==> config.mk <==
export PLATFORM = sky130hd
export DESIGN_NAME = fetch_unit
export DESIGN_NICKNAME = d
export VERILOG_FILES = /design/src/rtl/fetch_unit_pkg.sv /design/src/rtl/fetch_unit.sv
export SDC_FILE = /design/constraint.sdc
export NUM_CORES = 1
export LEC_CHECK = 0
export ABC_AREA = 1
export ABC_CLOCK_PERIOD_IN_PS = 4900
export CAP_MARGIN = 10
export CELL_PAD_IN_SITES_DETAIL_PLACEMENT = 1
export CELL_PAD_IN_SITES_GLOBAL_PLACEMENT = 1
export CORE_ASPECT_RATIO = 0.5
export CORE_MARGIN = 2
export CORE_UTILIZATION = 28
export DETAILED_ROUTE_END_ITERATION = 16
export PLACE_DENSITY = 0.95
export SETUP_SLACK_MARGIN = 0.02
export SYNTH_ARGS = -nofsm -noshare
export SYNTH_HDL_FRONTEND = slang
export SYNTH_SLANG_ARGS = --single-unit
export TNS_END_PERCENT = 30
==> constraint.sdc <==
create_clock -name clk -period 4.9 [get_ports clk]
set_input_delay 0.98 -clock clk [delete_from_list [all_inputs] [get_ports clk]]
set_output_delay 0.98 -clock clk [all_outputs]
set_load 0.005 [all_outputs]
==> src/rtl/fetch_unit_pkg.sv <==
// fetch_unit_pkg: shared constants for the instruction-fetch front end
package fetch_unit_pkg;
  localparam logic [31:0] RESET_VECTOR_DEF = 32'h0000_0000;
  localparam logic [31:0] NOP = 32'h0000_0013;
  localparam logic [1:0] FILL = 2'd0;
  localparam logic [1:0] RUN = 2'd1;
  localparam logic [1:0] HALT = 2'd2;
endpackage

==> src/rtl/fetch_unit.sv <==
// fetch_unit: next-address generation, PC/word pairing, stall, redirect and misaligned-target halt
module fetch_unit
  import fetch_unit_pkg::*;
#(
  parameter logic [31:0] RESET_VECTOR = RESET_VECTOR_DEF
) (
  input  logic        clk,
  input  logic        rst_n,
  output logic [31:0] imem_addr,
  input  logic [31:0] imem_rd_data,
  input  logic        stall,
  input  logic        redirect,
  input  logic [31:0] redirect_pc,
  output logic [31:0] if_pc,
  output logic [31:0] if_insn,
  output logic        if_valid,
  output logic        if_misaligned
);
  logic [1:0] state, state_d;
  logic [31:0] pc_q, pc_d;
  logic aligned;
  // next fetch address is also the next pc, except when a misaligned target parks the pc
  always_comb begin
    aligned = redirect_pc[1:0] == 2'b00;
    imem_addr = !rst_n ? RESET_VECTOR
              : (redirect && aligned) ? redirect_pc
              : (state == RUN && !redirect && !stall) ? pc_q + 32'd4
              : pc_q;
    pc_d = (redirect && !aligned) ? redirect_pc : imem_addr;
    state_d = redirect ? (aligned ? RUN : HALT) : (state == HALT ? HALT : RUN);
    if_valid = rst_n && state == RUN && !redirect;
    if_misaligned = rst_n && state == HALT;
    if_pc = rst_n ? pc_q : RESET_VECTOR;
    if_insn = if_valid ? imem_rd_data : NOP;
  end
  // pc tracks the address whose word is on imem_rd_data this cycle
  always_ff @(posedge clk) begin
    if (!rst_n) begin
      state <= FILL;
      pc_q <= RESET_VECTOR;
    end else begin
      state <= state_d;
      pc_q <= pc_d;
    end
  end
endmodule
==> results.sh <==
export IMPL_top_usage_layer="met2"
export IMPL_grt_overflow=0
export IMPL_grt_use_met2_pct=41.02
export IMPL_grt_pass1_vias=4417
export IMPL_syn2layout_area_growth_pct=59.70
export IMPL_synth_warnings=0
export IMPL_drv_cap=0
export IMPL_layout_drive_gt1_share_pct=8.199
export IMPL_pwr_density_cell_mw_per_mm2=187.6
export IMPL_start_util_pct=29.02
export IMPL_worst_pin_slew_ns=0.8805
export IMPL_slew_headroom_pct=41.21
export IMPL_critPathTopFamily="simple AND/OR/NAND/NOR gates"
export IMPL_ant_nets=0
export IMPL_num_rows=27
export IMPL_syn_area_per_cell_um2=5.449
export IMPL_grtUsageMet3_pct=4.397
export IMPL_root_buffer="clkbuf_16"
export IMPL_crit_fanout=7
export IMPL_p_leak_nw=2.590
export IMPL_crit_path_start_kind="input port"
export IMPL_use_met1_pct=25.27
export IMPL_cts_sinks=34
export IMPL_cts_htree_levels=2
export IMPL_die_y_um=79.90
export IMPL_fin_tns_setup_ns=0
export IMPL_clkTransAtPathRegs_ns=0.06
export IMPL_power_mw=0.9664
export IMPL_numCtsBuffers=5
export IMPL_antenna_found_initial=0
export IMPL_slowest_delay_ns=0.58
export IMPL_synth_cell_types=29
export IMPL_die_w_um=155.8
export IMPL_clock_latency_ns=0.29
export IMPL_synthesis_area_mm2=0.003226
export IMPL_syn_inst=592
export IMPL_min_period_ns=4.557
export IMPL_cts_buffer_depth=2
export IMPL_fmax_mhz=219.4
export IMPL_reg2reg_setup_slack_ns=2.76
export IMPL_vias_per_cell=4.810
export IMPL_grt_max_degree=62
export IMPL_crit_chain="clkdlybuf4s50_1 -> nor2_2 -> nand3_2 -> nor2_2 -> nand2_1 -> nor2_2 -> nand2_1 -> nand3_1 -> nand3_1 -> inv_1 -> clkdlybuf4s50_1"
export IMPL_mostFrequentLayoutCell="clkdlybuf4s50_1"
export IMPL_nets=812
export IMPL_crit_slowest_cell="clkdlybuf4s50_1"
export IMPL_hold_violations=0
export IMPL_hold_start="pc_q[0]"
export IMPL_seq_area_frac_synth_pct=21.10
export IMPL_wirelength_um=13780
export IMPL_end_kind="output pin"
export IMPL_cts_tree="yes"
export IMPL_vdd_drop_max_mv=0.1021
export IMPL_reg2reg_to="pc_q[30]"
export IMPL_syn_nets=661
export IMPL_finalSetupViolCount=0
export IMPL_gp_congestion=0.7997
export IMPL_cts_hold_buffers=0
export IMPL_worstPathRequired_ns=3.92
export IMPL_post_cts_buffers=0
export IMPL_cp_arrival_ns=3.58
export IMPL_reg2reg_from="pc_q[2]"
export IMPL_critPathBufInv=3
export IMPL_vias=4276
export IMPL_grt_usage_pct=21.78
export IMPL_initialDrtViolationCount=255
export IMPL_drc=0
export IMPL_rsz0062_at_grt="no"
export IMPL_wl_per_cell_um=15.50
export IMPL_core_area_mm2=0.01111
export IMPL_cpMostUsedCell="nor2_2"
export IMPL_hold_class="flip-flop to flip-flop"
export IMPL_holdPathEnd="pc_q[0]"
export IMPL_worstSetupPathType="input port to output pin"
export IMPL_post_cts_resized=0
export IMPL_skew_ns=0.008151
export IMPL_final_cell_mix="clkdlybuf4s50_1 (164), inv_1 (148), nand2_1 (115)"
export IMPL_maxSlewViolCount=0
export IMPL_drt_pass1_iterations=5
export IMPL_holdPathStages=2
export IMPL_dpl_hpwl_um=10540
export IMPL_portBuffers=165
export IMPL_cp_startpoint="redirect"
export IMPL_n_antenna_cell=0
export IMPL_hold_slack_ns=0.5406
export IMPL_rr_worst_depth=10
export IMPL_outcome="finished clean"
export IMPL_grt_pass1_wl_um=21700
export IMPL_fin_crit_sh_pct=93.00
export IMPL_ys_seq_elements=34
export IMPL_ios=166
export IMPL_die_area_mm2=0.01245
worst register-to-register path, delay by kind of cell, from the launching register on:
family                     cells  cell delay (ns)
DFF                            1             0.42
AOI/OAI and AO/OA              1             0.06
buffers and inverters          1             0.10
adders and majority gates      1             0.20
and+or+nand+nor                7             1.24
state kept, by name, summed over array words and instances (netlist names):
name,count
pc_q,32
state,2
worst max path at each step:
stage,cells past startpoint,end,slack (ns)
final,11,imem_addr[19],0.34
after CTS,9,imem_addr[2],0.38
after global routing,9,imem_addr[2],0.22
after global placement,10,imem_addr[26],0.53
after floorplan,9,imem_addr[30],1.95
after detailed placement,9,imem_addr[2],0.42
synthesized netlist by cell type:
cell type  number  area share [%]
buf_2           2            0.31
nor2_2          6             1.2
or2_0           2            0.39
inv_1         148              17
nand4_1         9             1.7
nor3_1          4            0.62
buf_6           1            0.35
buf_4           1            0.23
nand3_1        53             8.2
nor2_4          1            0.35
ha_1            1            0.39
inv_2           2            0.23
clkinv_1        1            0.12
clkbuf_1       20             2.3
or2_2          20             3.9
xnor2_1         3            0.81
buf_1           1            0.12
nor3_2          1            0.31
o21ai_0        53             8.2
nand3b_1        3            0.70
dfxtp_1        34              21
nand2_1       115              13
nand3_2         8             2.5
a21oi_1        26             4.0
nor2_1         63             7.3
nand2_2         3            0.58
a21oi_2         7             1.9
o21bai_1        2            0.47
nor3_4          2             1.0
logic make-up (layout without fill, tap and decap cells):
kind of cell | after synthesis | after routing | share of synthesized area, %
AOI/OAI and AO/OA | 88 | 88 | 14.62
xor gates and xnor gates | 3 | 3 | 0.8147
adders and majority gates | 1 | 1 | 0.3878
buffers and inverters | 176 | 328 | 20.91
DFF | 34 | 34 | 21.10
and+or+nand+nor | 290 | 290 | 42.16
routing by layer:
layer / routed length (um) / vias up
met5: 0 / -
met4: 252 / 0
met3: 590 / 23
met2: 7152 / 99
met1: 5785 / 2058
li1: - / 2096
power breakdown:
| group | switching [mW] | internal [mW] | total [mW] |
|---|---|---|---|
| Sequential | 0.0291 | 0.297 | 0.326 |
| Combinational | 0.126 | 0.146 | 0.271 |
| Clock | 0.128 | 0.241 | 0.369 |
| Total | 0.283 | 0.683 | 0.966 |
metrics by stage:
step,area [um^2],cells,util [%],setup slack (ns)
2_1_floorplan,3226,592,-,1.949
3_3_place_gp,4989,881,44.88,0.5274
3_5_place_dp,4989,881,44.88,0.4160
4_1_cts,5151,889,46.35,0.3808
5_1_grt,5151,889,46.35,0.2191
6_report,5151,889,46.35,0.3431
area by class of cell:
| cell class | instances | area (um^2) |
|---|---|---|
| clock buffer | 7 | 132.6 |
| clock inverter | 1 | 30.03 |
| fill | 1453 | 5963 |
| inverter | 151 | 566.8 |
| multi-input combinational | 382 | 1871 |
| sequential | 34 | 680.7 |
| tap | 145 | 181.4 |
| timing repair buffer | 169 | 1689 |
No activity file was read; power rests on OpenSTA's default activity.
